<file path="config.mk">
export PLATFORM = sky130hd
export DESIGN_NAME = bcd_input_conditioner
export DESIGN_NICKNAME = d
export VERILOG_FILES = /design/src/rtl/bcd_input_conditioner.sv
export SDC_FILE = /design/constraint.sdc
export NUM_CORES = 1
export LEC_CHECK = 0
export ABC_CLOCK_PERIOD_IN_PS = 3400
export CAP_MARGIN = 20
export CORE_UTILIZATION = 33
export CTS_CLUSTER_DIAMETER = 100
export DETAILED_ROUTE_END_ITERATION = 8
export PLACE_DENSITY = 0.58
export SKIP_LAST_GASP = 1
export SLEW_MARGIN = 20
export SYNTH_ARGS = -nofsm -noshare
export SYNTH_HDL_FRONTEND = slang
export SYNTH_SLANG_ARGS = --single-unit
</file>
<file path="constraint.sdc">
create_clock -name clk -period 3.4 [get_ports clk]
set_clock_uncertainty 0.05 [all_clocks]
set_input_delay 0.68 -clock clk [delete_from_list [all_inputs] [get_ports clk]]
set_output_delay 0.68 -clock clk [all_outputs]
set_load 0.005 [all_outputs]
</file>
<file path="src/rtl/bcd_input_conditioner.sv">
// Conditions a raw push-button and raw switches into clean enter/mode/load inputs for a BCD counter.
// Latency: enter pulses DEBOUNCE_CYCLES+3 edges after the button is first sampled high; mode follows in 3 edges.
// No backpressure: the pulse is a one-cycle strobe. Macro BCD_RANGE_CHECK_EN rejects non-BCD loads.
module bcd_input_conditioner #(
  parameter int DEBOUNCE_CYCLES = 4
) (
  input  logic       clk,
  input  logic       rstn,
  input  logic       enter_btn,
  input  logic       mode_sw,
  input  logic [3:0] load_sw,
  output logic       enter,
  output logic       mode,
  output logic [3:0] load,
  output logic       load_err
);

  localparam int CNT_W = $clog2(DEBOUNCE_CYCLES) + 1;
  localparam logic [CNT_W-1:0] CNT_LAST = CNT_W'(DEBOUNCE_CYCLES - 1);

  typedef enum logic [1:0] {
    IDLE,
    WAIT_PRESS,
    HELD,
    WAIT_RELEASE
  } state_t;

  // Synchronizer stages, bit order {enter_btn, mode_sw, load_sw[3:0]}
  logic [5:0] sync1, sync2;
  logic       btn_s;
  logic       mode_s;
  logic [3:0] load_s;

  state_t           state, state_nxt;
  logic [CNT_W-1:0] cnt, cnt_nxt;
  logic             enter_q, enter_nxt;
  logic             mode_q;
  logic [3:0]       load_q, load_nxt;
  logic             accept;

  assign btn_s  = sync2[5];
  assign mode_s = sync2[4];
  assign load_s = sync2[3:0];

  // Two-flop synchronizer on every raw asynchronous input
  always_ff @(posedge clk or negedge rstn) begin
    if (!rstn) begin
      sync1 <= '0;
      sync2 <= '0;
    end else begin
      sync1 <= {enter_btn, mode_sw, load_sw};
      sync2 <= sync1;
    end
  end

  // Mode is a plain extra register stage, independent of the button FSM
  always_ff @(posedge clk or negedge rstn) begin
    if (!rstn) mode_q <= 1'b0;
    else       mode_q <= mode_s;
  end

  // The press is accepted on the last debounce cycle while still held high
  assign accept = (state == WAIT_PRESS) && btn_s && (cnt == CNT_LAST);

  // Next state, debounce counter, pulse request and load capture
  always_comb begin
    state_nxt = state;
    cnt_nxt   = cnt;
    enter_nxt = 1'b0;
    load_nxt  = load_q;
    case (state)
      IDLE: begin
        // Load follows the switches only while no press is in progress
        load_nxt = load_s;
        if (btn_s) begin
          state_nxt = WAIT_PRESS;
          cnt_nxt   = '0;
        end
      end
      WAIT_PRESS: begin
        if (!btn_s) begin
          state_nxt = IDLE;
        end else if (cnt == CNT_LAST) begin
          state_nxt = HELD;
`ifdef BCD_RANGE_CHECK_EN
          enter_nxt = (load_q <= 4'd9);
`else
          enter_nxt = 1'b1;
`endif
        end else begin
          cnt_nxt = cnt + CNT_W'(1);
        end
      end
      HELD: begin
        if (!btn_s) begin
          state_nxt = WAIT_RELEASE;
          cnt_nxt   = '0;
        end
      end
      WAIT_RELEASE: begin
        if (btn_s) begin
          state_nxt = HELD;
        end else if (cnt == CNT_LAST) begin
          state_nxt = IDLE;
        end else begin
          cnt_nxt = cnt + CNT_W'(1);
        end
      end
      default: state_nxt = IDLE;
    endcase
  end

  // FSM state, counter and registered outputs
  always_ff @(posedge clk or negedge rstn) begin
    if (!rstn) begin
      state   <= IDLE;
      cnt     <= '0;
      enter_q <= 1'b0;
      load_q  <= 4'b0000;
    end else begin
      state   <= state_nxt;
      cnt     <= cnt_nxt;
      enter_q <= enter_nxt;
      load_q  <= load_nxt;
    end
  end

`ifdef BCD_RANGE_CHECK_EN
  logic load_err_q;

  // Error flag reflects the verdict of the most recent accepted press
  always_ff @(posedge clk or negedge rstn) begin
    if (!rstn)       load_err_q <= 1'b0;
    else if (accept) load_err_q <= (load_q > 4'd9);
  end

  assign load_err = load_err_q;
`else
  assign load_err = 1'b0;
`endif

  assign enter = enter_q;
  assign mode  = mode_q;
  assign load  = load_q;

endmodule

</file>
==> metrics.md <==
| Metric | Value |
|---|---|
| Status | finished, final reports clean |
| Worst IR drop on VDD | 0.0003998 V |
| Die ar. | 2556 µm² |
| Hold_buf cts | 0 |
| Delay-heaviest family, CP | buffers and inverters |
| GRT Util Overall | 9.256% |
| DR pass1 iterations | 3 |
| FF-to-FF End | cnt[1] |
| # rows | 17 |
| Sink Count | 23 |
| Mapped Nets | 61 |
| Syn avg cell area | 15.56 µm² |
| Distinct cells, synth | 16 |
| Final Max Tran Viols | 0 |
| Total congestion overflow | 0 |
| Total number of vias | 402 |
| CTS tree | yes |
| HP Class | input pin to async pin |
| Routed Antenna Nets | 0 |
| Setup-failing EPs final | 0 |
| Number of global-route vias before repair | 356 |
| Die H | 50.56 µm |
| Clk Latency, worst-skew pair | 0.30 ns |
| Prevailing post-synth register cell | dfrtp_1 |
| Minimum clock period | 1.889 ns |
| Initial Util | 35.18% |
| Critical path data arrival time | 1.16 ns |
| Seq/Total Area, Yosys | 73.95% |
| Startpoint types | flip-flop |
| Detailed Route Iter0 Violations | 6 |
| Post-place instance area | 935.9 µm² |
| Final Instance Count excl. Fillers | 94 |
| Area share of the largest cell type after synthesis | 73.95% |
| Worst reg2reg path depth | 5 |
| Die Wd | 50.56 µm |
| Clock root buffer | clkbuf_4 |
| H-tree depth | 1 |
| DR DRC count | 0 |
| Layout cells sized above 1 | 16.67% |
| Area growth, synth to finish | 23.15% |
| Worst-path maximum fanout | 2 |
| Routed vias/inst | 4.277 |
| Placed cell count | 90 |
| F_max | 529.2 MHz |
| Post-CTS setup buffers | 0 |
| Core area | 2212 µm² |
| Ports | 15 |
| I/O Buffers | 13 |
| Final period util | 55.57% |
| Crit-path slowest cell | clkdlybuf4s50_1 |
| Flop2flop setup slack | 1.98 ns |
| Critical Path Max Stage Delay | 0.51 ns |
| Most common cell in the netlist | dfrtp_1 |
| Worst path buffer plus inverter count | 1 |
| Post-DP HPWL | 676.3 µm |
| Post-synth ARST share | 100.0% |
| TritonCTS buffer count | 3 |
| Fin nets | 78 |
| Cells after Synth | 50 |
| Synth area leader | dfrtp_1 |
| First-pass GRT wire length | 1628 µm |
| Final instance area | 958.4 µm² |
| Initial antenna violation count | 0 |
| Kind of critical path | flip-flop to output port |
| Synth top cells by count | dfrtp_1, mux2_2, ha_1, o21ai_0, o21ai_1 |
| Synth area leaders | dfrtp_1, mux2_2, ha_1 |
| Resized Gates After CTS | 0 |
| Critical path endpoint category | output port |
| Setup TNS | 0 ns |
| Static Leak | 0.4229 nW |
| Power Density | 700.6 nW/µm² |
| Fin. Hold Viols | 0 |
| CP cell instances | clkdlybuf4s50_1 |
| Worst-case clock buffer depth | 2 |
| Clk slew on worst S/H paths | 0.11 ns |
| Yosys warns | 0 |
| RSZ-0062 raised after global routing | false |
| GPL Wtd Cong | 0.6377 |
| Worst Path Required | 2.67 ns |
| Seq cells post-synth | 23 |
| Post-synthesis instance area | 778.2 µm² |
| Largest net degree at the start of global routing | 24 |
| WL per Instance | 9.755 µm |
| Number of max-cap violations | 0 |
| Final wirelength | 917 µm |
| N_diodes | 0 |
| Post-synth EDFFs | 0 |
| FF-to-FF Start | cnt[0] |
per-layer routing:
metal / global-route usage [%] / part of all wire [%]
met1: 13.41 / 48
met2: 10.67 / 45
met3: 5.455 / 6.7
met4: 4.167 / 0
met5: 0 / 0
per-stage QoR:
stage | power (mW) | hold slack [ns] | utilization (%) | setup slack, ns
floorplan | 0.4764 | 0.2812 | - | 2.090
global placement | 0.5610 | 0.2838 | 42.31 | 1.482
detailed placement | 0.5671 | 0.2863 | 42.31 | 1.466
CTS | 0.6867 | 0.3140 | 43.55 | 1.484
global route | 0.7286 | 0.2728 | 43.33 | 1.424
finish | 0.6714 | 0.2668 | 43.33 | 1.511
where the power goes:
part	internal (mW)	switching [mW]
sequential	0.331	0.0362
clock	0.0439	0.0722
combinational	0.116	0.0718
total	0.491	0.180
cell usage in the layout, fill, tap and decap left out:
| cell | instances |
|---|---|
| o21ai_1 | 3 |
| buf_2 | 1 |
| a21oi_1 | 1 |
| and4b_2 | 1 |
| dfrtp_1 | 23 |
| nor2_1 | 1 |
| ha_1 | 3 |
| conb_1 | 1 |
| and2_1 | 1 |
| mux2_2 | 5 |
| inv_1 | 1 |
| or2_1 | 1 |
| xnor2_1 | 1 |
| clkdlybuf4s50_1 | 12 |
| or2b_1 | 2 |
| clkbuf_4 | 3 |
| nand2_1 | 2 |
| o21ai_0 | 3 |
| clkinv_2 | 1 |
worst max path at each step:
stage / startpoint / end / slack (ns) / cells after the start
3_5_place_dp: rstn / cnt[1] / 1.47 / 1
4_1_cts: load[0] / load[0] / 1.48 / 1
2_1_floorplan: cnt[0] / flip-flop / 2.09 / 4
5_1_grt: load[0] / load[0] / 1.42 / 1
3_3_place_gp: rstn / cnt[0] / 1.48 / 1
6_report: load[0] / load[0] / 1.51 / 1
registers in the layout, summed over array words and instances, names as in the netlist, named ones only:
| name | count |
|---|---|
| sync1 | 6 |
| enter | 1 |
| load | 4 |
| cnt | 3 |
| mode | 1 |
| state | 1 |
| sync2 | 6 |
area by class of cell:
| class | instances | area, µm² |
|---|---|---|
| Inverter | 1 | 3.754 |
| Multi-Input combinational cell | 25 | 191.4 |
| Clock inverter | 1 | 5.005 |
| Sequential cell | 23 | 575.6 |
| Clock buffer | 3 | 22.52 |
| Fill cell | 208 | 1254 |
| Tap cell | 28 | 35.03 |
| Timing Repair Buffer | 13 | 125.1 |
kinds of logic (layout without fill, tap and decap cells):
kind of cell    after synthesis  after routing  synth area share, %
flops                        23             23                73.95
simple gates                  8              8                6.431
compound gates                7              7                4.500
mux                           5              5                7.234
fa+ha+maj                     3              3                4.824
buf+inv                       2             18                1.447
other cells                   1              1               0.4819
xor+xnor                      1              1                1.126
Note: power is estimated with default switching activity, not from simulation.
